## src/rtl/fetch_pkg.sv

```systemverilog
// fetch_pkg: shared definitions for the instruction fetch queue.
//   - default widths and queue depth
//   - FSM state encoding (LOAD/FETCH/FULL)
//   - queue entry layout {addr, data} at the default widths
package fetch_pkg;

    localparam int FETCH_ADDR_W = 16;
    localparam int FETCH_DATA_W = 16;
    localparam int FETCH_DEPTH  = 4;

    typedef enum logic [1:0] {
        LOAD  = 2'd0,
        FETCH = 2'd1,
        FULL  = 2'd2
    } fetch_state_e;

    // Address sits in the upper bits so a packed entry reads {addr, data}.
    typedef struct packed {
        logic [FETCH_ADDR_W-1:0] addr;
        logic [FETCH_DATA_W-1:0] data;
    } fetch_entry_t;

endpackage

```

## src/rtl/fetch_fifo.sv

```systemverilog
// fetch_fifo: synchronous DEPTH-entry FIFO used as the prefetch queue.
// Ports:
//   clk_i, rst_n_i        clock, synchronous active-low reset
//   flush_i               empties the queue next cycle (wins over push/pop)
//   push_i, wdata_i       write an entry (ignored when full)
//   pop_i                 drop the head entry (ignored when empty)
//   rdata_o               head entry (entry at the read pointer)
//   count_o               number of valid entries, 0..DEPTH
//   empty_o, full_o       occupancy flags
// Push and pop in the same cycle are both performed; count is unchanged.
module fetch_fifo
    import fetch_pkg::*;
#(
    parameter int WIDTH = 32,
    parameter int DEPTH = FETCH_DEPTH
) (
    input  logic                     clk_i,
    input  logic                     rst_n_i,
    input  logic                     flush_i,
    input  logic                     push_i,
    input  logic [WIDTH-1:0]         wdata_i,
    input  logic                     pop_i,
    output logic [WIDTH-1:0]         rdata_o,
    output logic [$clog2(DEPTH):0]   count_o,
    output logic                     empty_o,
    output logic                     full_o
);

    localparam int PW = $clog2(DEPTH);
    localparam int CW = PW + 1;

    logic [PW-1:0]    wr_ptr_q;
    logic [PW-1:0]    rd_ptr_q;
    logic [CW-1:0]    count_q;
    logic [WIDTH-1:0] mem_q [DEPTH];

    logic do_push;
    logic do_pop;

    assign full_o  = (count_q == CW'(DEPTH));
    assign empty_o = (count_q == '0);
    assign do_push = push_i && !full_o;
    assign do_pop  = pop_i && !empty_o;

    // DEPTH is a power of two, so the pointers wrap by plain overflow.
    always_ff @(posedge clk_i) begin
        if (!rst_n_i || flush_i) begin
            wr_ptr_q <= '0;
            rd_ptr_q <= '0;
            count_q  <= '0;
        end else begin
            if (do_push) wr_ptr_q <= wr_ptr_q + 1'b1;
            if (do_pop)  rd_ptr_q <= rd_ptr_q + 1'b1;
            unique case ({do_push, do_pop})
                2'b10:   count_q <= count_q + 1'b1;
                2'b01:   count_q <= count_q - 1'b1;
                default: count_q <= count_q;
            endcase
        end
    end

    // Storage needs no reset: nothing is read unless count says it is valid.
    always_ff @(posedge clk_i) begin
        if (do_push && !flush_i) mem_q[wr_ptr_q] <= wdata_i;
    end

    assign rdata_o = mem_q[rd_ptr_q];
    assign count_o = count_q;

endmodule

```

## src/rtl/fetch_queue_16bit.sv

```systemverilog
// fetch_queue_16bit: instruction fetch stage behind the program counter.
// Loads a start address from pc_in, issues single-beat reads to instruction
// memory, buffers {addr, data} in a prefetch queue and hands words to the
// decoder. A redirect flushes everything and refetches from pc_in.
// Ports:
//   clk, reset            clock, synchronous active-low reset
//   pc_in, redirect       fetch start address / flush-and-reload strobe
//   mem_req, mem_addr     read request and its address (held until mem_ack)
//   mem_ack, mem_rdata    same-cycle accept with read data
//   instr_valid/_data/_addr, instr_ready   decoder handshake
//   busy                  low only in FETCH with an empty queue
//   dbg_state_o           current FSM state (LOAD/FETCH/FULL)
// Handshakes: a transfer happens on any rising edge where valid (mem_req /
// instr_valid) and the accepting side (mem_ack / instr_ready) are both high;
// the valid side does not depend combinationally on the accepting side.
module fetch_queue_16bit
    import fetch_pkg::*;
#(
    parameter int ADDR_W = FETCH_ADDR_W,
    parameter int DATA_W = FETCH_DATA_W,
    parameter int DEPTH  = FETCH_DEPTH
) (
    input  logic              clk,
    input  logic              reset,
    input  logic [ADDR_W-1:0] pc_in,
    input  logic              redirect,
    output logic              mem_req,
    output logic [ADDR_W-1:0] mem_addr,
    input  logic              mem_ack,
    input  logic [DATA_W-1:0] mem_rdata,
    output logic              instr_valid,
    output logic [DATA_W-1:0] instr_data,
    output logic [ADDR_W-1:0] instr_addr,
    input  logic              instr_ready,
    output logic              busy,
    output logic [1:0]        dbg_state_o
);

    typedef struct packed {
        logic [ADDR_W-1:0] addr;
        logic [DATA_W-1:0] data;
    } entry_t;

    fetch_state_e      state_q, state_d;
    logic [ADDR_W-1:0] fetch_addr_q, fetch_addr_d;

    entry_t                 push_entry;
    entry_t                 head_entry;
    logic [$clog2(DEPTH):0] fifo_count;
    logic                   fifo_empty;
    logic                   fifo_full;
    logic                   pop;
    logic                   push_acc;

    assign pop      = instr_valid && instr_ready;
    // Data acked during a redirect belongs to the old stream and is dropped.
    assign push_acc = mem_req && mem_ack && !redirect;

    assign push_entry = '{addr: fetch_addr_q, data: mem_rdata};

    fetch_fifo #(
        .WIDTH ($bits(entry_t)),
        .DEPTH (DEPTH)
    ) u_fifo (
        .clk_i   (clk),
        .rst_n_i (reset),
        .flush_i (redirect),
        .push_i  (push_acc),
        .wdata_i (push_entry),
        .pop_i   (pop),
        .rdata_o (head_entry),
        .count_o (fifo_count),
        .empty_o (fifo_empty),
        .full_o  (fifo_full)
    );

    // State register.
    always_ff @(posedge clk) begin
        if (!reset) begin
            state_q      <= LOAD;
            fetch_addr_q <= '0;
        end else begin
            state_q      <= state_d;
            fetch_addr_q <= fetch_addr_d;
        end
    end

    // Next-state and fetch address.
    always_comb begin
        state_d      = state_q;
        fetch_addr_d = fetch_addr_q;
        if (redirect) begin
            state_d = LOAD;
        end else begin
            unique case (state_q)
                LOAD: begin
                    state_d      = FETCH;
                    fetch_addr_d = pc_in;
                end
                FETCH: begin
                    // A pop in the same cycle frees a slot, so stay fetching.
                    if (fifo_full && !pop) state_d = FULL;
                    if (push_acc) fetch_addr_d = fetch_addr_q + 1'b1;
                end
                FULL: begin
                    if (pop) state_d = FETCH;
                end
                default: state_d = LOAD;
            endcase
        end
    end

    // Outputs.
    always_comb begin
        mem_req = (state_q == FETCH) && !fifo_full;
        busy    = !((state_q == FETCH) && fifo_empty);
    end

    assign mem_addr    = fetch_addr_q;
    assign instr_valid = !fifo_empty;
    // Head fields read as zero when nothing is queued.
    assign instr_data  = fifo_empty ? '0 : head_entry.data;
    assign instr_addr  = fifo_empty ? '0 : head_entry.addr;
    assign dbg_state_o = state_q;

endmodule

```

## config.mk

```make
export PLATFORM = sky130hd
export DESIGN_NAME = fetch_queue_16bit
export DESIGN_NICKNAME = d
export VERILOG_FILES = /design/src/rtl/fetch_pkg.sv /design/src/rtl/fetch_fifo.sv /design/src/rtl/fetch_queue_16bit.sv
export SDC_FILE = /design/constraint.sdc
export NUM_CORES = 1
export LEC_CHECK = 0
export CAP_MARGIN = 10
export CELL_PAD_IN_SITES_DETAIL_PLACEMENT = 0
export CELL_PAD_IN_SITES_GLOBAL_PLACEMENT = 1
export CORE_ASPECT_RATIO = 0.8
export CORE_MARGIN = 3
export CORE_UTILIZATION = 29
export DETAILED_ROUTE_END_ITERATION = 8
export DONT_BUFFER_PORTS = 1
export MAX_ROUTING_LAYER = met4
export PLACE_DENSITY = 0.51
export SLEW_MARGIN = 20
export SYNTH_ARGS = -nofsm -noshare
export SYNTH_HDL_FRONTEND = slang
export SYNTH_SLANG_ARGS = --single-unit
```

## constraint.sdc

```tcl
create_clock -name clk -period 3 [get_ports clk]
set_clock_uncertainty 0.15 [all_clocks]
set_input_delay 0.9 -clock clk [delete_from_list [all_inputs] [get_ports clk]]
set_output_delay 0.9 -clock clk [all_outputs]
set_load 0.02 [all_outputs]
```

==> results.txt <==
- The mapped netlist covers 6480 um^2.
- Number of setup violations in the final report: 0
* Floorplan die area: 24200 um^2
- Entering global routing, the biggest net connects 33 pins.
- The layer flagged by global routing as most heavily used is met2.
* Met2 Resource Use GR: a little under a fifth
- Run status: finished clean
- In the synthesized netlist, the cells that appear most often are 128 x edfxtp_1, 39 x and2_1, 32 x mux4_2.
- Wires add up to between 10000 and 15000 um.
- The first detailed-routing pass took 4 iterations.
- Critical path required time: 1950 ps
* Synthesis-stage register bit count: ~160
* DP HPWL: 9090 um
* GRT overflow: 0
- The initial utilization of the core area, before any placement, comes to 29.8%.
- For this design the top-level I/O count stands at 90.
- Of all cell types, the one taking the most synthesized area is edfxtp_1.
- The first global-routing pass estimated 22800 um of wire.
* Port Buffers: 0
- For this run, global-route usage on met3 was measured as 4.99%.
- Of all flip-flops after synthesis, the portion carrying an async set or reset was 0%.
- For the pin with the worst max-slew slack, the measured transition is 611 ps.
- DR vias/cell: 4.81
- Yosys attributes the largest share of cell area to edfxtp_1 59%, mux4_2 11%, dfxtp_1 8.3%.
- In the final design database the tool counted roughly 460 nets.
- CTS root buffer: clkbuf_16
- The final count of pins violating max slew came to 0.
- Buffers inserted by post-CTS timing repair: 0
- The most common cell in the synthesized netlist is edfxtp_1.
- The die is 173 um wide.
- For this run, the top clock speed supported by timing is 345 MHz.
* Rows: 48
- Final Hold Vio Count: 0
- Longest Clk Path Bufs: 2
- Number of synthesized flops with an enable pin: approximately 130
- Number of diodes added for antenna fixing: 0
- # fillers: 2094
* Setup repair after global routing missed its margin: no
* Synthesized area per cell: about 16 um^2
- For the worst setup path, the data arrival time is roughly 1900 ps.
* Global routing met1 resource utilization: 16.9%
- Clock net sink count: 155
- The worst-case IR drop observed on VDD is 0.253 mV.
* Share of final-layout standard cells stronger than drive strength 1: between 20 and 25%
- Once detail routing completed, the nets flagged for antenna violations numbered 0.
- Initial antenna violation count: 0
* Yosys cell types: 58
* Number of maximum-capacitance violations: 0
* Max-slew headroom: between 50 and 60%
* DRT iter0 DRCs: 296
* CTS tree: built
- Dominant register cell in the synthesized netlist: edfxtp_1
- At the end of routability-driven placement, the weighted congestion stood at 0.752.
* Type of element launching the critical path: flop
- DR vias: between 3000 and 4000
- Yosys printed 0 warnings.
* Largest fanout on the critical path: 16
- Worst path setup slack after routing: 97.5 ps
- Clock input transition at the sequential cells of the worst setup and hold paths: 60 ps
- Sequential fraction of the synthesis area: between 60% and 70%
- Gate count of the mapped netlist: 404
- Setup total negative slack on the finished layout was measured at 0 ps.
* Path class of the lowest-slack min-delay path: reg2reg
* Class of the most critical setup path: reg2out
- The die is 140 um tall.
* Overall fraction of global-route tracks in use: approximately 13%
- After detailed routing, the number of remaining DRC violations is 0.
* CP Capture Type: output pin
- Power spread over the standard cell area amounts to around 600 nW/um^2.
* Worst skew pair latency: approximately 420 ps
- The synthesized design devotes to its leading area cell type 59.3% of total area.
- Start of the worst register-to-register path: u_fifo.count_o[2]
* Core area: 21700 um^2
- Counting the buffers created by CTS gives 17.
- The number of nets in the synthesized netlist is 448.
* Total of hold buffers inserted after clock tree synthesis: 0
- Routed length per instance: about 20 um
- Origin of the worst min-delay path: u_fifo.rd_ptr_q[0]
- Via count of the first global-routing pass: 3709
- Pre-CTS WS: around 160 ps
- Of the available clock period, the critical path in the final layout requires about 97%.
- Summed over all cells, the static leakage comes to about 2.4 nW.
* Minimum clock period: 2900 ps
- Signed area change from the synthesized netlist to the final layout: 16.2%
- H-Tree Depth: 4
[power breakdown]
| part | switching, mW | total, mW | internal [mW] |
|---|---|---|---|
| Sequential | 0.0571 | 2.42 | 2.36 |
| Clock | 0.887 | 1.96 | 1.07 |
| Combinational | 0.103 | 0.165 | 0.0618 |
[critical path: stages (launching register included)]
cell and delay (ps):
dfxtp_2 400, buf_12 210, mux4_2 560, and2_1 250
[placed cells by master, fill, tap and decap left out, drive strengths merged, types with 2 or more instances in the layout]
cell / Yosys / routed
clkinv: 1 / 8
a311oi: 2 / 2
nor4: 3 / 3
clkinvlp: 0 / 2
o22ai: 3 / 3
nor3: 4 / 4
buf: 13 / 17
inv: 7 / 13
nor2: 17 / 17
nand2: 15 / 15
nand3b: 2 / 2
edfxtp: 128 / 128
and2: 42 / 42
clkbuf: 10 / 18
nor2b: 2 / 2
ha: 6 / 6
nand4: 5 / 5
a21o: 3 / 3
o211a: 2 / 2
and3: 4 / 4
or3: 2 / 2
xor2: 4 / 4
o31a: 2 / 2
a31oi: 4 / 4
and4: 4 / 4
a22oi: 2 / 2
nand2b: 4 / 4
nand4b: 2 / 2
nand3: 8 / 8
dfxtp: 27 / 27
a21oi: 18 / 18
o21ai: 9 / 9
mux4: 32 / 32
[through the flow]
step / utilization (%) / hold WS, ps / power [mW] / area [um^2] / std cells
5_1_grt: 34.6 / 391 / 4.75 / 7530 / 731
2_1_floorplan: - / 325 / 2.57 / 6480 / 404
6_report: 34.6 / 393 / 4.54 / 7530 / 731
4_1_cts: 34.5 / 396 / 4.61 / 7500 / 730
3_3_place_gp: 32.0 / 344 / 2.63 / 6960 / 698
3_5_place_dp: 32.0 / 376 / 2.63 / 6960 / 698
[timing repair]
action                     CTS  global route
setup endpoints to repair    5            16
gates cloned                 0             1
gates resized for setup      1             0
[registers in the layout (all words and copies together), names as in the netlist, named ones only]
register / cells
u_fifo.wr_ptr_q: 2
dbg_state_o: 2
mem_addr: 16
u_fifo.count_o: 3
u_fifo.rd_ptr_q: 2
u_fifo.mem_q: 128
[per-layer routing]
| layer | wire length [um] | vias up |
|---|---|---|
| li1 | - | 1610 |
| met2 | 6670 | 112 |
| met1 | 6870 | 1782 |
| met5 | 0 | - |
| met3 | 1120 | 10 |
| met4 | 144 | 0 |
[cell families (layout without fill, tap and decap cells)]
kind of cell               Yosys count  after routing  share of synthesized area [%]
and+or+nand+nor                    118            118                           10.4
muxes                               33             33                           11.3
DFF                                155            155                           67.7
xor gates and xnor gates             5              5                          0.676
AOI/OAI and AO/OA                   55             55                           6.14
adders and majority gates            7              7                           1.47
buffers and inverters               31             58                           2.32
[worst paths after layout]
| path | end | slack (ps) | depth (start not counted) |
|---|---|---|---|
| setup reg to reg | u_fifo.count_o[2] | 160 | 10 |
| hold / removal | u_fifo.rd_ptr_q[0] | 390 | 2 |
| setup / recovery | instr_addr[11] | 100 | 3 |
| hold reg to reg | u_fifo.rd_ptr_q[0] | 390 | 2 |
[layout make-up]
| cell class | instances | area, um^2 | share of cell area, % |
|---|---|---|---|
| sequential | 155 | 4390 | 58.3 |
| timing repair buffer | 18 | 240 | 3.19 |
| tap | 300 | 375 | 4.99 |
| multi-input combinational | 218 | 1950 | 25.9 |
| inverter | 8 | 30.0 | 0.399 |
| clock inverter | 15 | 116 | 1.55 |
| clock buffer | 17 | 425 | 5.65 |
Note: power is estimated with default switching activity, not from simulation.
